--- src/rtl/mac_sequencer.sv ---
// mac_sequencer: steps one sign-magnitude MAC unit through a fully-connected layer.
//
// For every neuron the accumulator is cleared, all N_INPUTS data/weight pairs are streamed
// from the input buffer and weight ROM (1-cycle read latency), and the 21b sum is captured.
// The sum is then offered to the activation stage on a valid/ready port. After the last
// neuron's handshake, done pulses for one cycle.
//
// Ports:
//   clk, rst      clock (rising edge), synchronous active-high reset
//   start         begin a layer; only looked at while idle
//   busy          high in every state except idle
//   done          one-cycle pulse after the last neuron's result handshake
//   dataAddr      input buffer read address
//   weightAddr    weight ROM read address (neuron*N_INPUTS + index)
//   macInit       clears the MAC accumulator
//   macEn         accumulates the product currently at the MAC inputs
//   macResult     MAC accumulator output (sign-magnitude)
//   resultValid   resultOut/resultNeuron valid
//   resultReady   consumer accepts the result
//   resultOut     captured neuron sum, passed through unmodified
//   resultNeuron  index of the neuron held in resultOut
//
// Every output is a flop. Control outputs are decoded from the next state, so they line up
// with the state register and never depend combinationally on resultReady.

module mac_sequencer #(
  parameter int unsigned N_INPUTS  = 64,
  parameter int unsigned N_NEURONS = 10,
  parameter int unsigned DATA_AW   = 6,
  parameter int unsigned WEIGHT_AW = 10,
  parameter int unsigned NEURON_W  = 4
) (
  input  logic                 clk,
  input  logic                 rst,
  input  logic                 start,
  output logic                 busy,
  output logic                 done,
  output logic [DATA_AW-1:0]   dataAddr,
  output logic [WEIGHT_AW-1:0] weightAddr,
  output logic                 macInit,
  output logic                 macEn,
  input  logic [20:0]          macResult,
  output logic                 resultValid,
  input  logic                 resultReady,
  output logic [20:0]          resultOut,
  output logic [NEURON_W-1:0]  resultNeuron
);

  localparam int unsigned KW = (N_INPUTS > 1) ? $clog2(N_INPUTS) : 1;

  localparam logic [KW-1:0]        KLast      = KW'(N_INPUTS - 1);
  localparam logic [KW-1:0]        KOne       = KW'(1);
  localparam logic [NEURON_W-1:0]  NeuronLast = NEURON_W'(N_NEURONS - 1);
  localparam logic [NEURON_W-1:0]  NeuronOne  = NEURON_W'(1);
  localparam logic [WEIGHT_AW-1:0] BaseStep   = WEIGHT_AW'(N_INPUTS);
  localparam logic [WEIGHT_AW-1:0] WeightOne  = WEIGHT_AW'(1);
  localparam logic [DATA_AW-1:0]   DataOne    = DATA_AW'(1);

  typedef enum logic [2:0] {
    StIdle,
    StClear,
    StFetch,
    StLatch,
    StPresent,
    StDone
  } state_e;

  state_e                state_q, state_d;
  logic [KW-1:0]         k_q, k_d;
  logic [NEURON_W-1:0]   neuron_q, neuron_d;
  logic [WEIGHT_AW-1:0]  base_q, base_d;

  logic                  busy_q, busy_d;
  logic                  done_q, done_d;
  logic                  mac_init_q, mac_init_d;
  logic                  mac_en_q, mac_en_d;
  logic                  valid_q, valid_d;
  logic [DATA_AW-1:0]    data_addr_q, data_addr_d;
  logic [WEIGHT_AW-1:0]  weight_addr_q, weight_addr_d;
  logic [20:0]           result_q, result_d;
  logic [NEURON_W-1:0]   result_neuron_q, result_neuron_d;

  // Next-state, counters and address generation.
  // Addresses run one step ahead of the accumulation because of the 1-cycle read latency:
  // CLEAR issues index 0, FETCH k issues index k+1 while the product of index k accumulates.
  always_comb begin
    state_d         = state_q;
    k_d             = k_q;
    neuron_d        = neuron_q;
    base_d          = base_q;
    data_addr_d     = data_addr_q;
    weight_addr_d   = weight_addr_q;
    result_d        = result_q;
    result_neuron_d = result_neuron_q;

    unique case (state_q)
      StIdle: begin
        if (start) begin
          state_d       = StClear;
          neuron_d      = '0;
          base_d        = '0;
          data_addr_d   = '0;
          weight_addr_d = '0;
        end
      end

      StClear: begin
        state_d       = StFetch;
        k_d           = '0;
        data_addr_d   = data_addr_q + DataOne;
        weight_addr_d = weight_addr_q + WeightOne;
      end

      StFetch: begin
        if (k_q == KLast) begin
          // Address issued here would be past the neuron; leave it, it is never consumed.
          state_d = StLatch;
        end else begin
          k_d           = k_q + KOne;
          data_addr_d   = data_addr_q + DataOne;
          weight_addr_d = weight_addr_q + WeightOne;
        end
      end

      StLatch: begin
        // The final product became visible on macResult this cycle.
        state_d         = StPresent;
        result_d        = macResult;
        result_neuron_d = neuron_q;
      end

      StPresent: begin
        if (resultReady) begin
          if (neuron_q == NeuronLast) begin
            state_d = StDone;
          end else begin
            state_d       = StClear;
            neuron_d      = neuron_q + NeuronOne;
            // Running base replaces a neuron*N_INPUTS multiply.
            base_d        = base_q + BaseStep;
            data_addr_d   = '0;
            weight_addr_d = base_q + BaseStep;
          end
        end
      end

      StDone: begin
        state_d = StIdle;
      end

      default: begin
        state_d = StIdle;
      end
    endcase
  end

  // Control outputs are decoded from the state being entered, so the registered copies
  // are aligned with state_q in the following cycle.
  always_comb begin
    busy_d     = (state_d != StIdle);
    done_d     = (state_d == StDone);
    mac_init_d = (state_d == StClear);
    mac_en_d   = (state_d == StFetch);
    valid_d    = (state_d == StPresent);
  end

  always_ff @(posedge clk) begin
    if (rst) begin
      state_q         <= StIdle;
      k_q             <= '0;
      neuron_q        <= '0;
      base_q          <= '0;
      busy_q          <= 1'b0;
      done_q          <= 1'b0;
      mac_init_q      <= 1'b0;
      mac_en_q        <= 1'b0;
      valid_q         <= 1'b0;
      data_addr_q     <= '0;
      weight_addr_q   <= '0;
      result_q        <= '0;
      result_neuron_q <= '0;
    end else begin
      state_q         <= state_d;
      k_q             <= k_d;
      neuron_q        <= neuron_d;
      base_q          <= base_d;
      busy_q          <= busy_d;
      done_q          <= done_d;
      mac_init_q      <= mac_init_d;
      mac_en_q        <= mac_en_d;
      valid_q         <= valid_d;
      data_addr_q     <= data_addr_d;
      weight_addr_q   <= weight_addr_d;
      result_q        <= result_d;
      result_neuron_q <= result_neuron_d;
    end
  end

  assign busy         = busy_q;
  assign done         = done_q;
  assign macInit      = mac_init_q;
  assign macEn        = mac_en_q;
  assign resultValid  = valid_q;
  assign dataAddr     = data_addr_q;
  assign weightAddr   = weight_addr_q;
  assign resultOut    = result_q;
  assign resultNeuron = result_neuron_q;

`ifndef SYNTHESIS
  // Clearing and accumulating in the same cycle would corrupt the sum.
  a_init_en_excl: assert property (@(posedge clk) disable iff (rst) !(macInit && macEn));
  // The result port is only ever driven while presenting.
  a_valid_in_present: assert property (@(posedge clk) disable iff (rst)
                                       resultValid |-> (state_q == StPresent));
  // Held result must not move while the consumer stalls.
  a_result_stable: assert property (@(posedge clk) disable iff (rst)
                                    (resultValid && !resultReady) |=>
                                    ($stable(resultOut) && $stable(resultNeuron)));
`endif

endmodule

--- config.mk ---
export PLATFORM = sky130hd
export DESIGN_NAME = mac_sequencer
export DESIGN_NICKNAME = d
export VERILOG_FILES = /design/src/rtl/mac_sequencer.sv
export SDC_FILE = /design/constraint.sdc
export NUM_CORES = 1
export LEC_CHECK = 0
export ABC_AREA = 1
export CORE_MARGIN = 4
export CORE_UTILIZATION = 50
export DETAILED_ROUTE_END_ITERATION = 16
export PLACE_DENSITY = 0.84
export SKIP_CTS_REPAIR_TIMING = 1
export SLEW_MARGIN = 10
export SYNTH_ARGS = -nofsm -noshare
export SYNTH_HDL_FRONTEND = slang
export SYNTH_SLANG_ARGS = --single-unit
export TNS_END_PERCENT = 1
--- constraint.sdc ---
create_clock -name clk -period 2.9 [get_ports clk]
set_input_delay 0.58 -clock clk [delete_from_list [all_inputs] [get_ports clk]]
set_output_delay 0.58 -clock clk [all_outputs]
set_load 0.005 [all_outputs]
==> results, run 1 <==
- The run finished with clean final reports.
- During placement, the flow inserted port buffers numbering 70.
- The count of clock tree sinks is 63.
- The root buffer cell chosen for the clock tree is clkbuf_8.
- After detailed routing, the average wire length per cell comes to 11.90 µm.
- Clock-pin slew was measured on the worst setup and hold paths at 0.07 ns.
- Measured in cells, the most critical reg-to-reg path has a length of 8.
- The measured slew at the worst slew-check pin is 0.4804 ns.
- The total negative setup slack is 0 ns.
- The number of routed nets with antenna violations is 0.
- In this run the tightest slew margin relative to its limit is 0.6797.
- The fraction of layout cells with a size suffix above 1 is 0.08977.
- The area growth from synthesis to layout is 33.73%.
- The final core utilization is 0.6928.
- The worst setup path is of the reg -> out kind.
- The sum of buffers and inverters on the critical path is 1.
- The number of hold violations in the final report was 0.
- The count of filler cells inserted in the layout is around 450.
- The analysis attributes to cell leakage a power of 1.555 nW.
- IR analysis of the VDD net gives a maximum drop of 0.0003768 V.
- In this run the core area contains 27 standard-cell rows.
- Of the synthesized area, sequential elements account for 0.4421.
- The final critical-path required period is around 1.9 ns.
- The cell area after technology mapping is 2853 µm².
- The number of nets handed over by synthesis was around 440.
- The slowest stage of the critical path is the clkdlybuf4s50_1 cell.
- The overall overflow remaining after global route is 0.
- The final cell area excluding filler cells is around 3800 µm².
- The startpoint identified for the worst hold timing path is base_q[7].
- In this run, distinct cell masters in the synthesized netlist total 32.
- The routed layout has 2769 vias.
- The iteration-0 DRC count of the detailed router is 114.
- In the routed design, unresolved DRC markers number 0.
- The kind of end point of the critical path is a primary output.
- The launch instance of the worst register-to-register path is neuron_q[1].
- The most used flip-flop cell after synthesis is dfxtp_1.
- The number of search-and-repair iterations in the first detailed-routing pass is 5.
- TritonCTS built the clock tree.
- The die boundary width is 83.54 µm.
- The H-tree depth is 3.
- The number of antenna diodes is 0.
- The worst hold path passes through 2 cells.
- Of all nets on the critical path, the largest fanout is 7.
- The detailed-placement wirelength estimate is 4624 µm.
- The maximum number of pins on one net before global-route repair is 30.
- The final max-slew violation count is 0.
- The worst hold-check path type is reg -> reg.
- The maximum root-to-sink buffer count is 2.
- The count of mapped cells out of synthesis is 404.
- The max-cap check violation count is 0.
- The average footprint of a synthesized cell is 7.061 µm².
- The endpoint identified for the worst register-to-register timing path is neuron_q[0].
- Of the available clock period, the critical path in the final layout requires 0.6628.
- Across every metal layer, demand over resource in global routing totals 0.1950.
- The total power per unit cell area is 536.4 nW/µm².
- Setup violations remaining at the end of the flow were counted as 0.
- The routability congestion estimate is between 0.8 and 0.9.
- The register-to-register path setup slack is 1.17 ns.
- The wire length after detailed routing is 6558 µm.
- The peak per-stage delay on the critical path is 0.55 ns.
- The initial antenna violation count is 0.
- The total clock buffers created by CTS is 9.
- The first-pass GRT wire length is around 11000 µm.
- STA classifies the critical path startpoint as a flop.
- Measured along the y axis, the die boundary spans 83.54 µm.
- For hold timing, the worst endpoint is base_q[7].
- The via count of the first global-routing pass is 2583.
- At the later pin of the worst-skew pair, clock insertion delay measures 0.34 ns.
- Dividing the detail-routed via count by the number of cells gives just over 5.
- The floorplan step defined a core boundary enclosing roughly 5500 µm².
- Yosys printed 0 warnings.
- Clock skew on the completed layout was measured at ~0.0068 ns.
- The required time of the critical path is approximately 2.3 ns.
- Pin placement for this block handled 71 I/O pins.
- The die covers between 6000 and 7000 µm².
- In this design, the largest share of critical-path delay is due to buffers and inverters.
- The signal on the critical path passes through clkdlybuf4s50_1.
- The async set-reset flop share out of synthesis is 0.
- The critical path data arrival time is 1.34 ns.
- Summing all placed instances gives a cell area of 3592 µm².
- The number of flops mapped to enable cells by yosys is 0.
- The post-synthesis register bit count is 63.
- Setup repair after global routing left no endpoint under its margin.
- The initial utilization of the core area, before any placement, comes to 0.5181.
- For this run, the top clock speed supported by timing is 520.3 MHz.
- The final net count is 505.
## Yosys cell counts, drive strengths merged, types with 2 or more instances
library cell | instances | share of area
nand2 | 89 | 0.12
nand3 | 27 | 0.056
nor3b | 2 | 0.0053
nor3 | 3 | 0.0092
buf | 8 | 0.018
inv | 31 | 0.041
or2 | 2 | 0.0044
o21bai | 2 | 0.0053
dfxtp | 63 | 0.44
ha | 6 | 0.026
a21oi | 27 | 0.053
o21ai | 32 | 0.057
clkbuf | 6 | 0.0079
nor2 | 100 | 0.14
## where the power goes
part / internal, mW / leakage (nW) / switching [mW]
sequential: 0.901 / 0.511 / 0.0311
clock: 0.507 / 0.110 / 0.343
combinational: 0.122 / 0.934 / 0.141
total: 1.53 / 1.56 / 0.515
## kinds of logic after synthesis
kind of cell / Yosys count / share of synthesized area
xor+xnor: 2 / 0.006141
simple gates: 224 / 0.3373
fa+ha+maj: 6 / 0.02632
compound gates: 63 / 0.1202
buf+inv: 46 / 0.06798
flops: 63 / 0.4421
## layout make-up
| type | count | area (µm²) | share of cell area |
|---|---|---|---|
| clock buffers | 11 | 141.4 | 0.03706 |
| inverters | 32 | 120.1 | 0.03149 |
| clock inverters | 5 | 81.33 | 0.02132 |
| flip-flops and latches | 63 | 1261 | 0.3306 |
| well taps | 72 | 90.09 | 0.02361 |
| multi-input cells | 295 | 1398 | 0.3663 |
| repair buffers | 73 | 723.2 | 0.1896 |
## worst max path at each step
stage | depth (start not counted) | startpoint | end | slack, ns
3_3_place_gp | 6 | resultReady | neuron_q[0] | 0.87
6_report | 1 | dataAddr[0] | dataAddr[0] | 0.98
3_5_place_dp | 6 | resultReady | neuron_q[0] | 0.80
5_1_grt | 1 | dataAddr[0] | dataAddr[0] | 0.94
2_1_floorplan | 10 | k_q[0] | weightAddr[9] | 1.45
4_1_cts | 1 | dataAddr[0] | dataAddr[0] | 0.97
## through the flow
step	hold slack (ns)	total power, mW	instances	setup WS, ns
5_1_grt	0.5224	2.133	551	0.9422
3_3_place_gp	0.4763	1.208	535	0.8711
6_report	0.5036	2.046	551	0.9780
4_1_cts	0.4991	2.061	551	0.9698
3_5_place_dp	0.4896	1.215	535	0.7977
2_1_floorplan	0.4575	1.100	404	1.452
## flip-flops by register name, indices dropped and copies added (netlist names)
name,cells
resultOut,21
dataAddr,6
weightAddr,10
base_q,4
k_q,6
state_q,3
macEn,1
done,1
busy,1
neuron_q,4
resultValid,1
macInit,1
resultNeuron,4
## cells in the final DEF, fill, tap and decap left out, types with 2 or more instances in the layout
master,synthesis,routed
a21oi_1,23,23
a21oi_2,4,4
buf_4,0,3
bufinv_16,0,2
clkbuf_8,0,10
clkdlybuf4s50_1,0,70
dfxtp_1,63,63
ha_1,6,6
inv_1,25,25
inv_2,6,6
nand2_1,83,83
nand2_2,5,5
nand3_1,25,25
nand3_4,2,2
nor2_1,97,97
nor2_2,2,2
nor3_1,2,2
nor3b_1,2,2
o21ai_0,30,30
o21bai_1,2,2
or2_2,2,2
## layer usage
layer / track usage / vias up / part of all wire
met5: 0 / - / 0
met3: 0.09970 / 7 / 0.11
met1: 0.2232 / 1239 / 0.43
met2: 0.3178 / 93 / 0.45
met4: 0.05994 / 0 / 0.011
li1: - / 1430 / -
Power figures use the tool's default switching activity.
==> run 2, diff against run 1 <==
- CORE_UTILIZATION: 50 -> 44
- PLACE_DENSITY: 0.84 -> 0.78
- clock period: 2.9 -> 1.72 ns (I/O delays scaled with it)
==> results, run 2 (synthesized netlist as in run 1, its figures left out) <==
- The flow ran to the end, and the final reports show no timing, DRC or antenna violations.
- The worst setup path is captured at a primary output.
- The final standard cell count with taps included and fillers excluded is 562 (+2.0%).
- The number of cells in the design after placement came to 547 (+2.2%).
- The routability congestion estimate is 0.8296 (-0.66%).
- The number of routed nets with antenna violations is 0 (unchanged).
- The via count is 2802 (+1.2%).
- The total clock buffers created by CTS was 9 (unchanged).
- The residual DRC count is 0 (unchanged).
- The number of placement rows is 29 (+7.4%).
- The final max-slew violation count was 0 (unchanged).
- The starting density of the core came to 0.4518 (-0.06622).
- The highest attainable clock frequency is roughly 610 MHz.
- The overall overflow remaining after global route came to 0 (unchanged).
- The iteration-0 DRC count of the detailed router is 96 (-16%).
- The number of search-and-repair iterations in the first detailed-routing pass came to 4 (-1).
- The via count normalized by instance count is 4.986 (-0.79%).
- The height of the die is 88.52 µm (+6.0%).
- The min-delay analysis places its worst path in the category reg -> reg.
- The largest clock skew in the final design is 0.01061 ns (+0.003777 ns).
- The max-cap check violation count is 0 (unchanged).
- The count of filler cells inserted in the layout is 586 (+31%).
- The switching part of the total power was 0.2549 (+0.003024).
- The number of hold violations in the final report is 0 (unchanged).
- The count of clock tree sinks was 63 (unchanged).
- The sum of buffers and inverters on the critical path is 1 (unchanged).
- The critical path data arrival time is 1.28 ns (-0.06 ns).
- The final setup violation count is 0 (unchanged).
- The smallest clock period supported by the final layout is computed as between 1.5 and 2 ns.
- The top-level port count is 71 (unchanged).
- The top cell types in the final layout, fill and taps aside, are 96 x nor2_1, 82 x nand2_1, 70 x clkdlybuf4s50_1.
- The total of buffers placed on input and output ports was 70 (unchanged).
- The maximum vdd drop is 0.0004929 V (+31%).
- Traced cell by cell, the critical path runs through clkdlybuf4s50_1.
- The number of antenna diodes is 0 (unchanged).
- The die boundary width is 88.52 µm (+6.0%).
- The layout overhead on the synthesized area is 36.27%.
- The total negative setup slack is 0 ns (unchanged).
- The fraction of layout cells with a size suffix above 1 is 0.1113 (+0.02157).
- The peak per-stage delay on the critical path is 0.54 ns (about the same).
- The flip-flop count of the largest register, all copies and words added is 21 (unchanged).
- The worst setup path is launched from a flop.
- The clock-pin slew on the worst setup and hold paths is 0.08 ns (about the same).
- Dividing the final minimum period by the clock period gives 0.9457.
- The leading cell type in the layout, fill and taps excluded is nor2_1.
- The final net count was 512 (+1.4%).
- The worst-case setup margin in the final layout is 0.09335 ns (-0.8846 ns).
- The required time of the critical path is 1.38 ns (-0.94 ns).
- The switching power summed over all nets is 873.1 µW (+69%).
- The maximum root-to-sink buffer count is 2 (unchanged).
- The combinational cell fraction of total power is 0.138 (+0.009).
- The clock tree from TritonCTS is built.
- The overall die area is 7836 µm² (+12%).
- The initial antenna violation count was 0 (unchanged).
- The total power per unit cell area was 881.2 nW/µm² (+64%).
- The critical path in this run is classified as reg -> out.
- The first-pass GRT wire length is 11850 µm (+4.4%).
- The tightest slew margin relative to the limit came to 0.7494 (+0.06966).
- The cell family with the largest share of critical-path delay is buffers and inverters.
- The clock latency reported for the late side of the worst-skew pair came to 0.33 ns (about the same).
- The leakage power is 1.597 nW (+2.7%).
- The H-tree depth is 3 (unchanged).
- The via count of the first global-routing pass came to 2669 (+3.3%).
- The wire length after detailed routing came to 6810 µm (+3.8%).
- The slowest stage of the critical path is the clkdlybuf4s50_1 cell.
- The total global-route track usage is 0.1887 (-0.006278).
- The cell at the root of the clock tree is clkbuf_8.
- The top fanout value on the critical path was 5 (-2).
- The clock network power share is 0.403 (-0.013).
- The sequential share of power was 0.459 (+0.003).
- The routed wirelength normalized by instance count is 12.12 µm (+1.8%).
- Setup repair after global routing left no endpoint under its margin.
- The maximum number of pins on one net before global-route repair is 32 (+6.7%).
- The total internal power is 2.553 mW (+67%).
- The core region area was 6314 µm² (+15%).
- The detailed-placement wirelength estimate is 4879 µm (+5.5%).
- The worst slack at placement came to -0.02541 ns (-0.8232 ns).
- The measured slew at the worst slew-check pin came to 0.3754 ns (-0.1050 ns).
run 2: changes by cell type in the layout (fill, tap and decap cells not counted), sizes merged:
cell,delta
clkbuf,-2
inv,+1
buf,+7
run 2: layout make-up:
class / count / area (µm²) / area share
well taps: 77 / 96.34 / 0.02478
inverters: 32 / 120.1 / 0.03090
repair buffers: 80 / 788.3 / 0.2028
clock inverters: 6 / 86.33 / 0.02221
multi-input cells: 295 / 1410 / 0.3627
flip-flops and latches: 63 / 1262 / 0.3248
clock buffers: 9 / 123.9 / 0.03186
run 2: worst paths after layout:
path	cells after the start	endpoint	startpoint	slack (ns)
worst max-delay path	1	weightAddr[0]	weightAddr[0]	0.09
worst min-delay path	2	base_q[8]	base_q[8]	0.50
worst max register to register	9	weightAddr[9]	state_q[0]	0.15
worst min register to register	2	base_q[8]	base_q[8]	0.50
run 2: through the flow:
stage / power [mW] / util / area (µm²) / hold WS [ns]
after floorplan: 1.855 / - / 2853 / 0.4575
after global placement: 2.059 / 0.5803 / 3664 / 0.4770
after detailed placement: 2.073 / 0.5803 / 3664 / 0.4908
after CTS: 3.453 / 0.6136 / 3874 / 0.5017
after global routing: 3.595 / 0.6157 / 3887 / 0.5386
final: 3.426 / 0.6157 / 3887 / 0.4977
run 2: metal layers:
metal | share of wire | GRT usage | up-vias | wire (µm)
met5 | 0 | 0 | - | 0
met4 | 0.019 | 0.07280 | 0 | 127
met3 | 0.079 | 0.06890 | 13 | 538
met2 | 0.46 | 0.3039 | 81 | 3132
met1 | 0.44 | 0.2302 | 1272 | 3011
li1 | - | - | 1436 | -
run 2: tightest hold or removal path, stage by stage, from the launching register on:
cell     delay, ns
dfxtp_1       0.33
nand2_1       0.07
a21oi_1       0.06
run 2: power groups by stage:
| stage | combinational [mW] | sequential, mW | clock (mW) |
|---|---|---|---|
| after CTS | 0.470 | 1.57 | 1.41 |
| final | 0.471 | 1.57 | 1.38 |
| after detailed placement | 0.468 | 1.60 | 0 |
| after global routing | 0.528 | 1.58 | 1.49 |
| after floorplan | 0.254 | 1.60 | 0 |
| after global placement | 0.457 | 1.60 | 0 |
==> run 3, diff against run 2 <==
- clock period: 1.72 -> 1.35 ns (I/O delays scaled with it)
==> results, run 3 (synthesized netlist as in run 1, its figures left out) <==
- The flow ran to the end, but the final reports show violations.
- The final reports fail on setup timing.
- The critical path ends at weightAddr[2].
- The kind of end point of the critical path is a primary output.
- The H-tree depth is 3 (unchanged).
- The flip-flop count of the largest register, all copies and words added is 21 (unchanged).
- The overall overflow remaining after global route is 0 (unchanged).
- The initial antenna violation count is 0 (unchanged).
- The top-level port count is 71 (unchanged).
- The fraction of layout cells with a size suffix above 1 came to 0.2078 (+0.09650).
- The sequential cell area in the final layout was 1300 µm² (+3.0%).
- The total negative setup slack is -0.9651 ns (-0.9651 ns).
- The final max-slew violation count is 0 (unchanged).
- In the layout the commonest cells are 95 x nor2_1, 81 x nand2_1, 42 x dlymetal6s2s_1.
- The final net count is 536 (+4.7%).
- The number of hold violations in the final report is 0 (unchanged).
- The area of combinational cells with multiple inputs came to 1470 µm² (+4.3%).
- The number of cells traversed by the worst register-to-register path is 10 (+1).
- The wire length after detailed routing is 7188 µm (+5.6%).
- The capturing point of the worst reg2reg path is dataAddr[2].
- The clock-pin slew on the worst setup and hold paths was 0.07 ns (about the same).
- For this run, the top clock speed supported by timing is 672.0 MHz.
- The signal on the critical path passes through clkdlybuf4s50_1.
- The required time of the critical path is 1.08 ns (-0.30 ns).
- The height of the die was 88.52 µm (unchanged).
- On the critical path the largest part of the delay comes from buffers and inverters.
- The total power per unit cell area is 1010 nW/µm² (+15%).
- The layout overhead on the synthesized area is 50.04%.
- The register-to-register path setup slack is -0.08 ns (-0.23 ns).
- The count of filler cells inserted in the layout is 513 (-12%).
- The launch instance of the worst register-to-register path is neuron_q[1].
- The number of placement rows is 29 (unchanged).
- The maximum root-to-sink buffer count was 2 (unchanged).
- The max-cap check violation count came to 0 (unchanged).
- The cell area after placement came to 3866 µm² (+5.5%).
- The maximum vdd drop was 0.0006530 V (+32%).
- The total of buffers placed on input and output ports is 70 (unchanged).
- Setup repair after global routing could not meet its margin everywhere.
- The via count is 2884 (+2.9%).
- The cell depth of the worst setup path came to 1 (unchanged).
- The first-pass GRT wire length is 11750 µm (-0.82%).
- The worst hold-check path type is reg -> reg.
- The core region area came to 6314 µm² (unchanged).
- The starting density of the core is 0.4518 (unchanged).
- The final cell area excluding filler cells is 4280 µm² (+10%).
- The tightest slew margin relative to the limit was 0.7779 (+0.02850).
- The die boundary width was 88.52 µm (unchanged).
- The measured slew at the worst slew-check pin was 0.3320 ns (-0.04342 ns).
- The peak per-stage delay on the critical path is 0.51 ns (-0.03 ns).
- The largest clock skew in the final design is 0.009330 ns (-0.001281 ns).
- The worst-case hold slack is 0.4910 ns (-0.006717 ns).
- The count of clock tree sinks is 63 (unchanged).
- The leading cell type in the layout, fill and taps excluded is nor2_1.
- The cell at the root of the clock tree is clkbuf_8.
- The maximum number of pins on one net before global-route repair is 28 (-13%).
- The number of search-and-repair iterations in the first detailed-routing pass is 4 (unchanged).
- The final setup violation count came to 12 (+12).
- The total clock buffers created by CTS came to 9 (unchanged).
- The via count of the first global-routing pass is 2762 (+3.5%).
- The leakage power was 2.482 nW (+55%).
- The via count normalized by instance count was 4.913 (-1.5%).
- The top fanout value on the critical path is 6 (+1).
- The total global-route track usage is 0.1923 (+0.003636).
- The number of antenna diodes is 0 (unchanged).
- In the finished design, the share of the clock period the worst path needs comes to 1.102.
- The iteration-0 DRC count of the detailed router is 116 (+21%).
- The routed wirelength normalized by instance count is 12.25 µm (+1.1%).
- The clock latency reported for the late side of the worst-skew pair is 0.34 ns (about the same).
- The worst setup path is launched from a flop.
- The residual DRC count came to 0 (unchanged).
- The slowest stage of the critical path belongs to the cell clkdlybuf4s50_1.
- The detailed-placement wirelength estimate was 5080 µm (+4.1%).
- By startpoint and endpoint, the worst setup path is classified as reg -> out.
- The critical path data arrival time was 1.22 ns (-0.06 ns).
- The final critical-path required period is 1.488 ns.
- The overall die area came to 7836 µm² (unchanged).
- The worst slack at placement is -0.1700 ns (-0.1445 ns).
- TritonCTS built the clock tree.
- The worst setup path startpoint is weightAddr[2].
- The sum of buffers and inverters on the critical path is 1 (unchanged).
- The routability congestion estimate was 0.8347 (+0.61%).
- The worst-case setup margin in the final layout is -0.1381 ns (-0.2315 ns).
- The final core utilization is 0.6780 (+0.06223).
- The number of routed nets with antenna violations is 0 (unchanged).
## run 3: changes by cell type in the layout (fill, tap and decap cells not counted), moves of 2 or more
| cell | change |
|---|---|
| buf_12 | +2 |
| buf_4 | +20 |
| clkdlybuf4s50_1 | -42 |
| clkinvlp_4 | +2 |
| dfxtp_1 | -22 |
| dfxtp_2 | +18 |
| dfxtp_4 | +4 |
| dlymetal6s2s_1 | +42 |
## run 3: cell type report
class	count	area share
multi-input cells	296	0.3435
flip-flops and latches	63	0.3037
repair buffers	103	0.2558
clock buffers	10	0.02982
inverters	32	0.02835
well taps	77	0.02251
clock inverters	6	0.01637
## run 3: worst min-delay path by stage
stage | start | end | slack, ns | cells after the start
after floorplan | macResult[10] | resultOut[10] | 0.40 | 2
after CTS | macResult[13] | resultOut[13] | 0.49 | 3
after global routing | macResult[2] | resultOut[2] | 0.50 | 3
after global placement | base_q[7] | base_q[7] | 0.47 | 2
after detailed placement | base_q[7] | base_q[7] | 0.48 | 2
final | base_q[7] | base_q[7] | 0.49 | 2
## run 3: power breakdown
part | internal [mW] | leakage [nW] | switching [mW]
combinational | 0.347 | 1.87 | 0.345
clock | 0.861 | 0.0891 | 0.766
sequential | 1.94 | 0.523 | 0.0622
## run 3: through the flow
stage / total power, mW / std cells
after floorplan: 2.366 / 404
after global placement: 2.700 / 570
after detailed placement: 2.722 / 570
after CTS: 4.349 / 586
after global routing: 4.543 / 587
final: 4.321 / 587
## run 3: routing by layer
metal | share of wire | track usage | up-vias
met2 | 0.47 | 0.3209 | 92
met4 | 0.015 | 0.08929 | 0
met1 | 0.43 | 0.2112 | 1293
met3 | 0.093 | 0.08287 | 10
li1 | - | - | 1489
met5 | 0 | 0 | -
